<file path="config.mk">
export PLATFORM = sky130hd
export DESIGN_NAME = taxi_i2c_target_regs_flat
export DESIGN_NICKNAME = d
export VERILOG_FILES = /design/src/rtl/taxi_i2c_target_regs_if.sv /design/src/rtl/taxi_i2c_target_regs.sv /design/src/flat_wrapper.sv
export SDC_FILE = /design/constraint.sdc
export NUM_CORES = 1
export LEC_CHECK = 0
export ABC_AREA = 1
export BUFFER_PORTS_ARGS = -buffer_cell sky130_fd_sc_hd__buf_2
export CELL_PAD_IN_SITES_DETAIL_PLACEMENT = 0
export CELL_PAD_IN_SITES_GLOBAL_PLACEMENT = 2
export CORE_MARGIN = 5
export CORE_UTILIZATION = 31
export DETAILED_ROUTE_END_ITERATION = 10
export PLACE_DENSITY = 0.76
export SYNTH_ARGS = -nofsm -noshare
export SYNTH_HDL_FRONTEND = slang
export SYNTH_SLANG_ARGS = --single-unit
</file>
<file path="constraint.sdc">
create_clock -name clk -period 1.65 [get_ports clk]
set_input_delay 0.165 -clock clk [delete_from_list [all_inputs] [get_ports clk]]
set_output_delay 0.165 -clock clk [all_outputs]
set_load 0.05 [all_outputs]
</file>
<file path="src/rtl/taxi_i2c_target_regs_if.sv">
// Bus bundle between an I2C target register block and its surroundings.
// Latency: n/a (wires only).
// Backpressure: only when TAXI_I2C_TARGET_CLK_STRETCH_EN is defined (rd_ready).
//
// master modport: line levels and read data into the target; target outputs back.
// slave modport : the target itself.
// Macro TAXI_I2C_TARGET_CLK_STRETCH_EN adds the rd_ready signal.
interface taxi_i2c_target_regs_if #(
    parameter int REG_CNT = 16
);
    localparam int PTR_W = $clog2(REG_CNT);

    logic             scl_i;
    logic             sda_i;
    logic             scl_o;
    logic             sda_o;
    logic             wr_valid;
    logic [PTR_W-1:0] wr_addr;
    logic [7:0]       wr_data;
    logic [PTR_W-1:0] rd_addr;
    logic [7:0]       rd_data;
    logic             busy;
`ifdef TAXI_I2C_TARGET_CLK_STRETCH_EN
    logic             rd_ready;

    modport master (
        output scl_i, sda_i, rd_data, rd_ready,
        input  scl_o, sda_o, wr_valid, wr_addr, wr_data, rd_addr, busy
    );
    modport slave (
        input  scl_i, sda_i, rd_data, rd_ready,
        output scl_o, sda_o, wr_valid, wr_addr, wr_data, rd_addr, busy
    );
`else
    modport master (
        output scl_i, sda_i, rd_data,
        input  scl_o, sda_o, wr_valid, wr_addr, wr_data, rd_addr, busy
    );
    modport slave (
        input  scl_i, sda_i, rd_data,
        output scl_o, sda_o, wr_valid, wr_addr, wr_data, rd_addr, busy
    );
`endif
endinterface

</file>
<file path="src/rtl/taxi_i2c_target_regs.sv">
// I2C target exposing a REG_CNT-entry register window (pointer byte, then data bytes).
// Latency: sda_o reacts about FILTER_LEN+3 clk cycles after a bus SCL fall.
// Backpressure: none by default; with TAXI_I2C_TARGET_CLK_STRETCH_EN, SCL is held low until rd_ready.
//
// Ports: clk, rst_n (async, active-low); bus (slave modport):
//   scl_i/sda_i line levels, scl_o/sda_o open-drain drive (1 = release),
//   wr_valid/wr_addr/wr_data write strobe, rd_addr/rd_data read fabric, busy.
// Optional feature macro: TAXI_I2C_TARGET_CLK_STRETCH_EN (adds bus.rd_ready).
module taxi_i2c_target_regs #(
    parameter logic [6:0] DEV_ADDR   = 7'h50,
    parameter int         REG_CNT    = 16,
    parameter int         FILTER_LEN = 4
) (
    input  logic                 clk,
    input  logic                 rst_n,
    taxi_i2c_target_regs_if.slave bus
);
    localparam int PTR_W  = $clog2(REG_CNT);
    localparam int FCNT_W = $clog2(FILTER_LEN + 1);

    typedef enum logic [3:0] {
        S_IDLE, S_ADDR, S_ADDR_ACK, S_PTR, S_PTR_ACK,
        S_WDATA, S_WDATA_ACK, S_RDATA, S_RDATA_ACK, S_WAIT_STOP
    } state_t;

    // Input conditioning: index 0 = SCL, index 1 = SDA.
    logic [1:0]        w_raw;
    logic [1:0]        r_sync_a, r_sync_b, r_filt, r_filt_d;
    logic [FCNT_W-1:0] r_fcnt [2];

    assign w_raw = {bus.sda_i, bus.scl_i};

    always_ff @(posedge clk or negedge rst_n) begin
        if (!rst_n) begin
            r_sync_a <= '1;
            r_sync_b <= '1;
            r_filt   <= '1;
            r_filt_d <= '1;
            r_fcnt[0] <= '0;
            r_fcnt[1] <= '0;
        end else begin
            r_sync_a <= w_raw;
            r_sync_b <= r_sync_a;
            r_filt_d <= r_filt;
            // A new level is accepted only after FILTER_LEN consecutive cycles.
            for (int i = 0; i < 2; i++) begin
                if (r_sync_b[i] == r_filt[i]) begin
                    r_fcnt[i] <= '0;
                end else if (r_fcnt[i] == FCNT_W'(FILTER_LEN - 1)) begin
                    r_filt[i] <= r_sync_b[i];
                    r_fcnt[i] <= '0;
                end else begin
                    r_fcnt[i] <= r_fcnt[i] + 1'b1;
                end
            end
        end
    end

    logic w_scl, w_sda, w_scl_rise, w_scl_fall, w_start, w_stop;
    assign w_scl      = r_filt[0];
    assign w_sda      = r_filt[1];
    assign w_scl_rise = w_scl & ~r_filt_d[0];
    assign w_scl_fall = ~w_scl & r_filt_d[0];
    assign w_start    = w_scl & r_filt_d[0] & r_filt_d[1] & ~w_sda;
    assign w_stop     = w_scl & r_filt_d[0] & ~r_filt_d[1] & w_sda;

    state_t           r_state, w_state_nxt;
    logic [3:0]       r_bit_cnt, w_bit_cnt_nxt;
    logic [7:0]       r_shift, w_shift_nxt;
    logic [7:0]       r_tx, w_tx_nxt;
    logic             r_sda_o, w_sda_o_nxt;
    logic [PTR_W-1:0] r_ptr, w_ptr_nxt;
    logic             r_wr_valid, w_wr_valid_nxt;
    logic [PTR_W-1:0] r_wr_addr, w_wr_addr_nxt;
    logic [7:0]       r_wr_data, w_wr_data_nxt;
    logic             r_busy, w_busy_nxt;
    logic             r_rw, w_rw_nxt;
    logic             r_mack, w_mack_nxt;
    logic             w_rd_start;
`ifdef TAXI_I2C_TARGET_CLK_STRETCH_EN
    logic             r_scl_o, w_scl_o_nxt;
    logic             r_stretch, w_stretch_nxt;
`endif

    always_ff @(posedge clk or negedge rst_n) begin
        if (!rst_n) begin
            r_state    <= S_IDLE;
            r_bit_cnt  <= '0;
            r_shift    <= '0;
            r_tx       <= '0;
            r_sda_o    <= 1'b1;
            r_ptr      <= '0;
            r_wr_valid <= 1'b0;
            r_wr_addr  <= '0;
            r_wr_data  <= '0;
            r_busy     <= 1'b0;
            r_rw       <= 1'b0;
            r_mack     <= 1'b0;
`ifdef TAXI_I2C_TARGET_CLK_STRETCH_EN
            r_scl_o    <= 1'b1;
            r_stretch  <= 1'b0;
`endif
        end else begin
            r_state    <= w_state_nxt;
            r_bit_cnt  <= w_bit_cnt_nxt;
            r_shift    <= w_shift_nxt;
            r_tx       <= w_tx_nxt;
            r_sda_o    <= w_sda_o_nxt;
            r_ptr      <= w_ptr_nxt;
            r_wr_valid <= w_wr_valid_nxt;
            r_wr_addr  <= w_wr_addr_nxt;
            r_wr_data  <= w_wr_data_nxt;
            r_busy     <= w_busy_nxt;
            r_rw       <= w_rw_nxt;
            r_mack     <= w_mack_nxt;
`ifdef TAXI_I2C_TARGET_CLK_STRETCH_EN
            r_scl_o    <= w_scl_o_nxt;
            r_stretch  <= w_stretch_nxt;
`endif
        end
    end

    // Bytes are shifted in on SCL rise; a byte completes on the SCL fall that
    // follows its 8th rise, which is also where the ACK drive begins.
    always_comb begin
        w_state_nxt    = r_state;
        w_bit_cnt_nxt  = r_bit_cnt;
        w_shift_nxt    = r_shift;
        w_tx_nxt       = r_tx;
        w_sda_o_nxt    = r_sda_o;
        w_ptr_nxt      = r_ptr;
        w_wr_valid_nxt = 1'b0;
        w_wr_addr_nxt  = r_wr_addr;
        w_wr_data_nxt  = r_wr_data;
        w_busy_nxt     = r_busy;
        w_rw_nxt       = r_rw;
        w_mack_nxt     = r_mack;
        w_rd_start     = 1'b0;
`ifdef TAXI_I2C_TARGET_CLK_STRETCH_EN
        w_scl_o_nxt    = r_scl_o;
        w_stretch_nxt  = r_stretch;
`endif
        if (w_start || w_stop) begin
            // Any partial byte is dropped; both lines are released.
            w_state_nxt   = w_start ? S_ADDR : S_IDLE;
            w_bit_cnt_nxt = '0;
            w_sda_o_nxt   = 1'b1;
            if (w_stop) begin
                w_busy_nxt = 1'b0;
            end
`ifdef TAXI_I2C_TARGET_CLK_STRETCH_EN
            w_scl_o_nxt   = 1'b1;
            w_stretch_nxt = 1'b0;
`endif
        end else begin
            case (r_state)
                S_ADDR, S_PTR, S_WDATA: begin
                    if (w_scl_rise && !r_bit_cnt[3]) begin
                        w_shift_nxt   = {r_shift[6:0], w_sda};
                        w_bit_cnt_nxt = r_bit_cnt + 4'd1;
                    end else if (w_scl_fall && r_bit_cnt[3]) begin
                        w_bit_cnt_nxt = '0;
                        w_sda_o_nxt   = 1'b0;
                        if (r_state == S_ADDR) begin
                            if (r_shift[7:1] == DEV_ADDR) begin
                                w_state_nxt = S_ADDR_ACK;
                                w_rw_nxt    = r_shift[0];
                                w_busy_nxt  = 1'b1;
                            end else begin
                                w_state_nxt = S_WAIT_STOP;
                                w_sda_o_nxt = 1'b1;
                            end
                        end else if (r_state == S_PTR) begin
                            w_state_nxt = S_PTR_ACK;
                            w_ptr_nxt   = r_shift[PTR_W-1:0];
                        end else begin
                            w_state_nxt    = S_WDATA_ACK;
                            w_wr_valid_nxt = 1'b1;
                            w_wr_addr_nxt  = r_ptr;
                            w_wr_data_nxt  = r_shift;
                            w_ptr_nxt      = r_ptr + 1'b1;
                        end
                    end
                end
                S_ADDR_ACK: begin
                    if (w_scl_fall) begin
                        w_sda_o_nxt   = 1'b1;
                        w_bit_cnt_nxt = '0;
                        if (r_rw) begin
                            w_rd_start = 1'b1;
                        end else begin
                            w_state_nxt = S_PTR;
                        end
                    end
                end
                S_PTR_ACK, S_WDATA_ACK: begin
                    if (w_scl_fall) begin
                        w_state_nxt   = S_WDATA;
                        w_sda_o_nxt   = 1'b1;
                        w_bit_cnt_nxt = '0;
                    end
                end
                S_RDATA: begin
`ifdef TAXI_I2C_TARGET_CLK_STRETCH_EN
                    if (r_stretch) begin
                        if (bus.rd_ready) begin
                            w_tx_nxt      = bus.rd_data;
                            w_sda_o_nxt   = bus.rd_data[7];
                            w_scl_o_nxt   = 1'b1;
                            w_stretch_nxt = 1'b0;
                        end
                    end else
`endif
                    if (w_scl_rise && !r_bit_cnt[3]) begin
                        w_bit_cnt_nxt = r_bit_cnt + 4'd1;
                    end else if (w_scl_fall && r_bit_cnt[3]) begin
                        // Release SDA for the controller's ACK; advance pointer now.
                        w_state_nxt   = S_RDATA_ACK;
                        w_sda_o_nxt   = 1'b1;
                        w_bit_cnt_nxt = '0;
                        w_ptr_nxt     = r_ptr + 1'b1;
                    end else if (w_scl_fall) begin
                        w_tx_nxt    = {r_tx[6:0], 1'b0};
                        w_sda_o_nxt = r_tx[6];
                    end
                end
                S_RDATA_ACK: begin
                    if (w_scl_rise) begin
                        w_mack_nxt = ~w_sda;
                    end else if (w_scl_fall) begin
                        if (r_mack) begin
                            w_rd_start = 1'b1;
                        end else begin
                            w_state_nxt = S_WAIT_STOP;
                        end
                    end
                end
                default: ;
            endcase

            // Start of a read byte: rd_data is captured on this SCL-fall cycle.
            if (w_rd_start) begin
                w_state_nxt   = S_RDATA;
                w_bit_cnt_nxt = '0;
`ifdef TAXI_I2C_TARGET_CLK_STRETCH_EN
                if (!bus.rd_ready) begin
                    w_scl_o_nxt   = 1'b0;
                    w_stretch_nxt = 1'b1;
                    w_sda_o_nxt   = 1'b1;
                end else
`endif
                begin
                    w_tx_nxt    = bus.rd_data;
                    w_sda_o_nxt = bus.rd_data[7];
                end
            end
        end
    end

    assign bus.sda_o    = r_sda_o;
    assign bus.wr_valid = r_wr_valid;
    assign bus.wr_addr  = r_wr_addr;
    assign bus.wr_data  = r_wr_data;
    assign bus.rd_addr  = r_ptr;
    assign bus.busy     = r_busy;
`ifdef TAXI_I2C_TARGET_CLK_STRETCH_EN
    assign bus.scl_o    = r_scl_o;
`else
    assign bus.scl_o    = 1'b1;
`endif
endmodule
</file>
<file path="src/flat_wrapper.sv">
// flat-port wrapper written by rule: the top's interface ports become plain ports
module taxi_i2c_target_regs_flat 
#(
    parameter logic [6:0] DEV_ADDR   = 7'h50,
    parameter int         REG_CNT    = 16,
    parameter int         FILTER_LEN = 4
)
  (clk, rst_n, bus_scl_i, bus_sda_i, bus_rd_data, bus_scl_o, bus_sda_o, bus_wr_valid, bus_wr_addr, bus_wr_data, bus_rd_addr, bus_busy);
  taxi_i2c_target_regs_if #(.REG_CNT(REG_CNT)) bus_i ();
  input  logic clk;
  input  logic rst_n;
  input wire logic [$bits(bus_i.scl_i)-1:0] bus_scl_i;
  input wire logic [$bits(bus_i.sda_i)-1:0] bus_sda_i;
  input wire logic [$bits(bus_i.rd_data)-1:0] bus_rd_data;
  output wire logic [$bits(bus_i.scl_o)-1:0] bus_scl_o;
  output wire logic [$bits(bus_i.sda_o)-1:0] bus_sda_o;
  output wire logic [$bits(bus_i.wr_valid)-1:0] bus_wr_valid;
  output wire logic [$bits(bus_i.wr_addr)-1:0] bus_wr_addr;
  output wire logic [$bits(bus_i.wr_data)-1:0] bus_wr_data;
  output wire logic [$bits(bus_i.rd_addr)-1:0] bus_rd_addr;
  output wire logic [$bits(bus_i.busy)-1:0] bus_busy;
  assign bus_i.scl_i = bus_scl_i;
  assign bus_i.sda_i = bus_sda_i;
  assign bus_i.rd_data = bus_rd_data;
  assign bus_scl_o = bus_i.scl_o;
  assign bus_sda_o = bus_i.sda_o;
  assign bus_wr_valid = bus_i.wr_valid;
  assign bus_wr_addr = bus_i.wr_addr;
  assign bus_wr_data = bus_i.wr_data;
  assign bus_rd_addr = bus_i.rd_addr;
  assign bus_busy = bus_i.busy;
  taxi_i2c_target_regs #(.DEV_ADDR(DEV_ADDR), .REG_CNT(REG_CNT), .FILTER_LEN(FILTER_LEN)) u_core (.clk(clk), .rst_n(rst_n), .bus(bus_i));
endmodule
</file>
Yosys cells after proc, flatten, opt, wreduce, memory -nomap -nowiden. Index checks and enable logic that the tools add are counted.

Input bits: 12. Register bits after elaboration: 58.

$add $sub $neg: 4. Mux-type cells: 70. Equality and inequality tests: 35. Reduce and logical (&&, ||, !) cells: 30. Bitwise logic cells: 17.

Operators by type and width (number): two-way mux 4 bit (25); two-way mux 7 bit (5); two-way mux 1 bit (30); inequality test 4 x 1 -> 1 bit, second input constant (6); AND reduction 6 bit (4); case mux 4 bit (5 select lines) (1); equality test 4 x 3 -> 1 bit, second input constant (4); case mux 4 bit (2 select lines) (2); nonzero test 2 bit (7); two-way mux 3 bit (4); inequality test 4 bit, second input constant (3); AND reduction 11 bit (1); inequality test 2 bit, second input constant (5); inequality test 5 x 1 -> 1 bit, second input constant (2); NOT 1 bit (10); AND reduction 3 bit (3); adder 4 x 1 -> 4 bit, second input constant (2); equality test 4 x 2 -> 1 bit, second input constant (2); inequality test 2 x 1 -> 1 bit, second input constant (4); inequality test 4 x 3 -> 1 bit, second input constant (2); bitwise AND 1 bit (7); equality test 7 bit, second input constant (1); AND reduction 7 bit (1); nonzero test 7 bit (1); other kinds (18) (24).

Depth between registers and ports, before layout. Gate-level depths: netlist (run 1).

Depth in word-level cells: 8. Depth in mapped cells: 12.

Worst setup path after synthesis (run 1). Ideal clock, no wire load.

Path type: flip-flop to flip-flop. From: register u_core.r_filt[0]. To: register u_core.r_state[3]. Setup time: 0.117 ns. Period minus slack after synthesis: 1.595 ns. Path buffers: 2. Stages on the path, launching flop included: 12. Arrival time: 1.479 ns. Path slack: 0.055 ns. Path through: dfstp_2 buf_4 inv_2 nand2_2 nor2_1 nand2_1 nand2_2 buf_8 nor3_4 nor2_4 nand2_1 nand2_1.

Longest elaborated chain between the ends: 8.

RTL lines: start: declaration (RTL line taxi_i2c_target_regs.sv:28) `logic [1:0] r_sync_a, r_sync_b, r_filt, r_filt_d;`; start signal: indexed assignment (RTL line taxi_i2c_target_regs.sv:50) `r_filt[i] <= r_sync_b[i];`; NOT 1 bit (RTL line taxi_i2c_target_regs.sv:63) `assign w_scl_fall = ~w_scl & r_filt_d[0];`; bitwise AND 1 bit (RTL line taxi_i2c_target_regs.sv:63); two-way mux 1 bit (RTL line taxi_i2c_target_regs.sv:230) `end else if (w_scl_fall) begin`; two-way mux 1 bit (RTL line taxi_i2c_target_regs.sv:228) `if (w_scl_rise) begin`; case mux 1 bit (2 select lines) (RTL line taxi_i2c_target_regs.sv:156) `case (r_state)`; two-way mux 1 bit (RTL line taxi_i2c_target_regs.sv:143) `if (w_start || w_stop) begin`; inequality test 4 bit (no line), or another cell as far along; AND reduction 11 bit (no line) / two-way mux 4 bit (equally long branches); end signal: assignment (RTL line taxi_i2c_target_regs.sv:104) `r_state <= w_state_nxt;`; end: declaration (RTL line taxi_i2c_target_regs.sv:67) `state_t r_state, w_state_nxt;`.

Several ways; a longest one is shown, not always the timed one. The select of a mux whose other input is x is not followed. A chain may end at the register's enable or synchronous reset.

Worst setup path in the final report (run 1).
From: register u_core.r_filt_d[0]. To: register u_core.r_bit_cnt[1].

Longest elaborated chain between the ends: 7.

RTL lines: start: declaration (RTL line taxi_i2c_target_regs.sv:28); start signal: assignment (RTL line taxi_i2c_target_regs.sv:44) `r_filt_d <= r_filt;`; bitwise AND 1 bit / NOT 1 bit (equally long branches) (RTL line taxi_i2c_target_regs.sv:63, taxi_i2c_target_regs.sv:62); two-way mux 1 bit / bitwise AND 1 bit (equally long branches) (RTL line taxi_i2c_target_regs.sv:230, taxi_i2c_target_regs.sv:62); two-way mux 1 bit / logical AND 1 bit (equally long branches) (RTL line taxi_i2c_target_regs.sv:228, taxi_i2c_target_regs.sv:158, taxi_i2c_target_regs.sv:214); case mux 1 bit (2 select lines) / two-way mux 4 bit (equally long branches) (RTL line taxi_i2c_target_regs.sv:156, taxi_i2c_target_regs.sv:214); two-way mux 1 bit / case mux 4 bit (2 select lines) (equally long branches) (RTL line taxi_i2c_target_regs.sv:143, taxi_i2c_target_regs.sv:156); inequality test 5 x 1 -> 1 bit (no line), or another cell as far along; AND reduction 3 bit (no line) / two-way mux 4 bit (equally long branches); end signal: assignment (RTL line taxi_i2c_target_regs.sv:105) `r_bit_cnt <= w_bit_cnt_nxt;`; end: declaration (RTL line taxi_i2c_target_regs.sv:68) `logic [3:0] r_bit_cnt, w_bit_cnt_nxt;`.

Several ways; a longest one is shown, not always the timed one. The select of a mux whose other input is x is not followed.

==> flow_metrics.py, run 1 <==
metrics = {
    "outcome": {
        "status": "completed",
    },
    "floorplan": {
        "die-width_um": 105.9,
        "io_count": 32,
        "floorplan.core_area_um2": 9109,
        "floorplan.initialDensity_pct": 31.29,
        "die_area_um2": 11210,
        "floorplan.rows": 35,
        "fp.dieH_um": 105.9,
    },
    "cts": {
        "worstSkewPairLatency_ps": 340,
        "worst_setup_hold_path_clk_slew_ps": 70,
        "htreeDepth": 3,
        "tritoncts": "yes",
        "clock_path_buffers": 2,
        "cts_sinks": 58,
        "cts_inserted_buffers": 9,
        "ctsRootBufferMaster": "sky130_fd_sc_hd__clkbuf_8",
    },
    "global_routing": {
        "global_route.overflow_total": 0,
        "antenna_violations_before_repair": 0,
        "grt.met2_usage_pct": 17.90,
        "first_global_vias": 2271,
        "gr-usage-all-layers_pct": 12.06,
        "global_route.peak_usage_layer": "met2",
        "wire_length_of_the_first_global_routing_pass_um": 10710,
        "met3_track_demand_over_resource_pct": 3.613,
        "grt_max_degree": 30,
        "gr-usage-met1_pct": 16.58,
    },
    "synthesis": {
        "synth_top_cells_by_area": "sky130_fd_sc_hd__dfrtp_1, sky130_fd_sc_hd__nand2_1, sky130_fd_sc_hd__dfstp_2, sky130_fd_sc_hd__inv_1, sky130_fd_sc_hd__o21ai_1",
        "synth_top_cells_by_count": "sky130_fd_sc_hd__nand2_1, sky130_fd_sc_hd__dfrtp_1, sky130_fd_sc_hd__inv_1",
        "number_of_enable_type_register_cells_in_the_synthesized_netlist": 0,
        "ys_seq_area_share_pct": 51.32,
        "post-synth-top-area-cell": "sky130_fd_sc_hd__dfrtp_1",
        "synth_area_per_cell_um2": 8.167,
        "postSynthNetCount": 365,
        "yosys_register_bits": 58,
        "yosys_most_used_dff": "sky130_fd_sc_hd__dfrtp_1",
        "syn-instance-count": 349,
        "synth_area_um2": 2850,
        "ys_types": 33,
        "proportion_of_synthesized_flip_flops_having_asynchronous_set_or_reset_pct": 100.0,
        "most_common_cell_in_the_synthesized_netlist": "sky130_fd_sc_hd__nand2_1",
        "synth.yosys.warnings": 0,
        "yosysTopAreaCellShare_pct": 43.02,
    },
    "pwr": {
        "cell_internal_pwr_mw": 3.675,
        "sw_frac_of_total_pct": 38.53,
        "p_clk_share_pct": 25.3,
        "power_density_nw_per_um2": 1640,
        "max-vdd-ir-drop_mv": 0.6774,
        "static-leakage-power_nw": 1.883,
        "p_sw_mw": 2.304,
        "sequential_power_share_pct": 32.9,
        "power_frac_comb_pct": 41.8,
    },
    "finish": {
        "final_cell_count_no_fill": 534,
        "num_antenna_cells": 0,
        "area.growth.synth_to_final_pct": 27.88,
        "final_layout_size_suffix_gt1_share_pct": 28.13,
        "nNetsFinal": 434,
        "fill_cell_total_of_the_finished_layout": 926,
    },
    "critical_path": {
        "critical_path_peak_fanout": 4,
        "end_kind": "register",
        "path_class": "register to register",
        "worst_ep_arrival_time_ps": 1810,
        "startpoint_type_of_the_worst_setup_path": "register",
        "critical_path_required_time_ps": 1880,
    },
    "detailed_routing": {
        "route.antenna.remaining_nets": 0,
        "post_drt_wl_per_cell_um": 11.72,
        "routed-via-count": 2383,
        "drt_wl_total_um": 6257,
        "via_per_inst": 4.463,
        "drtPass1Iterations": 4,
        "drtIter0Drc": 57,
        "detail_route.drc_violations": 0,
    },
    "timing": {
        "final.min_clock_period_ps": 1575,
        "finalSetupViolCount": 0,
        "period_share_pct": 95.45,
        "grt_setup_unrepaired": "true",
        "slew_violations": 0,
        "timing.final.hold_violations": 0,
        "final.setup_skew_ps": 10.54,
        "totalNegativeSetupSlack_ps": 0,
        "fmax_mhz": 634.9,
    },
    "placement": {
        "gp_congestion": 0.8007,
        "half_perimeter_wire_length_of_the_detailed_placement_result_um": 4752,
        "io_buffers": 30,
        "dp.cells": 512,
    },
    "flow_run": {
        "maxCapViolCount": 0,
    },
    "min_path": {
        "holdCritPathClass": "primary input to register",
    },
}
layer usage:
metal	vias to the layer above	wire length, um	share of wire (%)
met5	-	0	0
met2	30	2829	45
met4	0	70	1.1
li1	1241	-	-
met1	1104	3140	50
met3	8	216	3.5
metrics by stage:
step	hold WS [ps]	utilization, %	setup slack (ps)	cell area, um2	power [mW]
final	64.49	40.01	75.04	3645	5.979
after global routing	57.37	40.01	-57.15	3645	6.450
after CTS	46.21	39.51	25.52	3598	5.956
after detailed placement	225.4	36.30	-69.25	3307	4.344
after global placement	218.7	36.30	-72.18	3307	4.350
after floorplan	-130.6	-	54.62	2850	3.590
power by group through the flow:
stage | clock, mW | sequential (mW) | combinational, mW
6_report | 1.52 | 1.96 | 2.50
5_1_grt | 1.62 | 2.00 | 2.83
4_1_cts | 1.56 | 1.96 | 2.43
3_5_place_dp | 0 | 1.99 | 2.35
3_3_place_gp | 0 | 1.99 | 2.36
2_1_floorplan | 0 | 2.00 | 1.59
cells in the final DEF, fill, tap and decap left out, drive strengths merged, types with 3 or more instances in the layout:
master	instances
nand2	111
buf	62
dfrtp	49
o21ai	42
inv	40
nor2	36
nand3	18
clkbuf	12
dfstp	9
a21oi	7
or2	5
nand4	5
nor3	5
ha	4
dlygate4sd3	3
area by class of cell:
| cell class | count | area (um2) | area share (%) |
|---|---|---|---|
| clock inverters | 4 | 73.82 | 2.025 |
| clock buffers | 12 | 155.1 | 4.257 |
| well taps | 111 | 138.9 | 3.810 |
| flip-flops and latches | 58 | 1463 | 40.13 |
| inverters | 40 | 157.7 | 4.325 |
| repair buffers | 65 | 424.2 | 11.64 |
| multi-input cells | 244 | 1232 | 33.81 |
worst paths after layout:
path                                              start  slack [ps]  cells after the start                               to
hold / removal                           bus_rd_data[0]          60                      2       u_core.r_tx[0]$_DFFE_PN0P_
setup reg to reg           u_core.r_filt_d[0]$_DFF_PN1_          80                     10  u_core.r_bit_cnt[1]$_DFFE_PN0P_
max in group asynchronous                         rst_n         950                      3     u_core.r_sync_b[0]$_DFF_PN1_
min in group asynchronous                         rst_n         380                      3    u_core.r_shift[6]$_DFFE_PN0P_
setup / recovery           u_core.r_filt_d[0]$_DFF_PN1_          80                     10  u_core.r_bit_cnt[1]$_DFFE_PN0P_
hold reg to reg            u_core.r_sync_a[1]$_DFF_PN1_         360                      0     u_core.r_sync_b[1]$_DFF_PN1_
critical path, stage by stage (launching register included):
cell and delay (ps):
sky130_fd_sc_hd__dfstp_2 550, sky130_fd_sc_hd__nand2_2 80, sky130_fd_sc_hd__nor2_2 120, sky130_fd_sc_hd__nand2_2 90
sky130_fd_sc_hd__buf_4 140, sky130_fd_sc_hd__nand3_1 100, sky130_fd_sc_hd__nor2_1 80, sky130_fd_sc_hd__nor2_4 110
sky130_fd_sc_hd__nand2_2 90, sky130_fd_sc_hd__nand2_1 60, sky130_fd_sc_hd__nand2_1 50
registers in the layout (all words and copies together) (netlist names), 4 cells and up:
signal              count
u_core.r_shift          8
u_core.r_fcnt           6
u_core.bus.wr_data      8
u_core.r_tx             7
u_core.bus.rd_addr      4
u_core.bus.wr_addr      4
u_core.r_bit_cnt        4
u_core.r_state          4
cells by family after synthesis:
family                   count (synthesis)  synth area share, %
AND/OR/NAND/NOR                        182                28.58
flip-flops                              58                51.32
AO/OA/AOI/OAI                           53                9.789
buffers and inverters                   47                7.199
XOR/XNOR                                 4                1.229
other                                    1               0.1316
adder cells (fa/ha/maj)                  4                1.756
timing repair:
| action | in CTS | in global routing |
|---|---|---|
| resized for setup | 5 | 13 |
| hold buffers | 3 | 0 |
| endpoints found under the hold margin | 51 | 0 |
| gates cloned | 0 | 0 |
| buffers inserted | 2 | 1 |
| setup endpoints to repair | 15 | 35 |
No activity file was read; power rests on OpenSTA's default activity.
==> inputs of run 2 (changes only) <==
CELL_PAD_IN_SITES_DETAIL_PLACEMENT = default   (was 0)
CELL_PAD_IN_SITES_GLOBAL_PLACEMENT = default   (was 2)
CORE_UTILIZATION = 42   (was 31)
CTS_BUF_LIST = sky130_fd_sc_hd__clkbuf_8 sky130_fd_sc_hd__clkbuf_16   (was default)
PLACE_DENSITY = 0.64   (was 0.76)
SKIP_LAST_GASP = 1   (was default)
==> run 2 against run 1 <==
Net effect:
- register-to-register slack got worse by 20 ps
- clock skew hardly changed
- via count decreased by 2.0%
- cell area fell by 4.1%
- maximum frequency fell by 1.4%
- die area is 24% lower
- setup slack got worse by 22 ps
- power fell by 5.2%
- global-route usage is 2.9 points higher
- first-iteration DRC count grew to 2.8 times the previous value
- count of clock-buffer cells in the layout shrank 2
- largest power group unchanged
==> flow_metrics.py, run 2 (synthesis results as in run 1) <==
metrics = {
    "finish": {
        "nNetsFinal": 415,
        "design_area_um2": 3497,
        "commonest_cells_after_routing_fill_and_taps_aside": "sky130_fd_sc_hd__nand2_1, sky130_fd_sc_hd__dfrtp_1, sky130_fd_sc_hd__inv_1",
        "final_common_cell": "sky130_fd_sc_hd__nand2_1",
        "area.growth.synth_to_final_pct": 22.70,
        "final_layout_size_suffix_gt1_share_pct": 27.23,
        "num_antenna_cells": 0,
        "final_cell_count_no_fill": 484,
    },
    "placement": {
        "half_perimeter_wire_length_of_the_detailed_placement_result_um": 4260,
        "gp_congestion": 0.8810,
        "io_buffers": 30,
        "placedInstanceArea_um2": 3146,
        "dp.cells": 463,
    },
    "detailed_routing": {
        "drtPass1Iterations": 6,
        "post_drt_wl_per_cell_um": 12.44,
        "routed-via-count": 2336,
        "detail_route.drc_violations": 0,
        "route.antenna.remaining_nets": 0,
        "drt_wl_total_um": 6020,
        "drtIter0Drc": 158,
        "via_per_inst": 4.826,
    },
    "global_routing": {
        "wire_length_of_the_first_global_routing_pass_um": 10160,
        "grt_max_degree": 32,
        "grt.met2_usage_pct": 23.69,
        "first_global_vias": 2210,
        "met3_track_demand_over_resource_pct": 4.630,
        "global_route.peak_usage_layer": "met2",
        "antenna_violations_before_repair": 0,
        "gr-usage-met1_pct": 19.21,
        "gr-usage-all-layers_pct": 14.96,
        "global_route.overflow_total": 0,
    },
    "timing": {
        "finalSetupViolCount": 0,
        "slew_violations": 0,
        "final.min_clock_period_ps": 1597,
        "timing.final.hold_violations": 0,
        "worst-slew-pin-transition_ps": 521.0,
        "grt_setup_unrepaired": "true",
        "fmax_mhz": 626.3,
        "period_share_pct": 96.77,
        "slew_headroom_pct": 65.27,
        "final.setup_skew_ps": 10.92,
        "totalNegativeSetupSlack_ps": 0,
    },
    "cts": {
        "worstSkewPairLatency_ps": 340,
        "worst_setup_hold_path_clk_slew_ps": 70,
        "cts_sinks": 58,
        "tritoncts": "yes",
        "ctsRootBufferMaster": "sky130_fd_sc_hd__clkbuf_8",
        "htreeDepth": 3,
        "clock_path_buffers": 2,
        "cts_inserted_buffers": 9,
    },
    "critical_path": {
        "path_class": "register to register",
        "startpoint_type_of_the_worst_setup_path": "register",
        "critical_path.max_stage_delay_ps": 600,
        "critical_path_required_time_ps": 1860,
        "path_delay_family": "flip-flops",
        "worst_ep_arrival_time_ps": 1810,
        "critical_path_peak_fanout": 7,
        "worstPathCellList": "inv_2 > nand2_4 > nor2_4 > nand2_4 > buf_4 > nand2_2 > or2_1 > o21ai_1 > o21ai_1",
        "critical_path_buf_inv_count": 2,
        "worst_path_max_delay_cell": "sky130_fd_sc_hd__dfstp_2",
        "end_kind": "register",
    },
    "flow_run": {
        "maxCapViolCount": 0,
    },
    "pwr": {
        "max-vdd-ir-drop_mv": 0.7440,
        "power_density_nw_per_um2": 1621,
        "static-leakage-power_nw": 1.799,
    },
    "floorplan": {
        "die-width_um": 92.38,
        "die_area_um2": 8534,
        "fp.dieH_um": 92.38,
        "floorplan.core_area_um2": 6681,
        "floorplan.rows": 30,
        "io_count": 32,
        "floorplan.initialDensity_pct": 42.66,
    },
    "outcome": {
        "status": "completed",
    },
    "min_path": {
        "holdCritPathClass": "primary input to register",
    },
}
run 2: stage by stage:
step / hold WS [ps] / setup slack [ps] / util [%] / power (mW)
final: 41.50 / 53.36 / 52.34 / 5.670
after detailed placement: 173.3 / -143.9 / 47.08 / 4.127
after CTS: 30.95 / 2.109 / 50.77 / 5.486
after global placement: 166.8 / -69.13 / 47.08 / 4.091
after global routing: 55.95 / -37.98 / 52.34 / 6.142
after floorplan: -130.6 / 54.62 / - / 3.590
run 2: where the power goes:
part / leakage, nW / switching [mW] / internal, mW
sequential: 0.744 / 0.255 / 1.77
combinational: 0.961 / 1.49 / 0.815
clock: 0.0945 / 0.597 / 0.737
total: 1.80 / 2.35 / 3.32
run 2: what timing repair did:
item,4_1_cts,5_1_grt
setup endpoints to repair,12,27
hold buffers,3,0
pin swaps,0,7
setup buffers,0,1
cloned,0,1
endpoints found under the hold margin,13,0
resized for setup,3,27
run 2: area by class of cell:
type	instances	area, um2
fill	650	3184
sequential	58	1464
multi-input combinational	245	1291
timing repair buffer	45	282.8
inverter	40	155.1
clock buffer	10	137.6
tap	80	100.1
clock inverter	6	66.31
run 2: routing by layer:
layer  vias up  part of all wire, %
li1       1215                    -
met1      1067                   46
met2        40                   48
met3        14                  4.3
met4         0                  2.1
met5         -                    0
run 2: worst paths after layout:
kind / from / end / slack [ps] / depth (start not counted)
worst max register to register: u_core.r_filt[0]$_DFFE_PN1P_ / u_core.r_tx[3]$_DFFE_PN0P_ / 50 / 9
worst min register to register: u_core.r_sync_a[0]$_DFF_PN1_ / u_core.r_sync_b[0]$_DFF_PN1_ / 360 / 0
worst min-delay path: bus_rd_data[0] / u_core.r_tx[0]$_DFFE_PN0P_ / 40 / 2
min in group asynchronous: rst_n / u_core.r_bit_cnt[2]$_DFFE_PN0P_ / 340 / 2
max in group asynchronous: rst_n / u_core.r_state[0]$_DFFE_PN0P_ / 760 / 3
worst max-delay path: u_core.r_filt[0]$_DFFE_PN1P_ / u_core.r_tx[3]$_DFFE_PN0P_ / 50 / 9
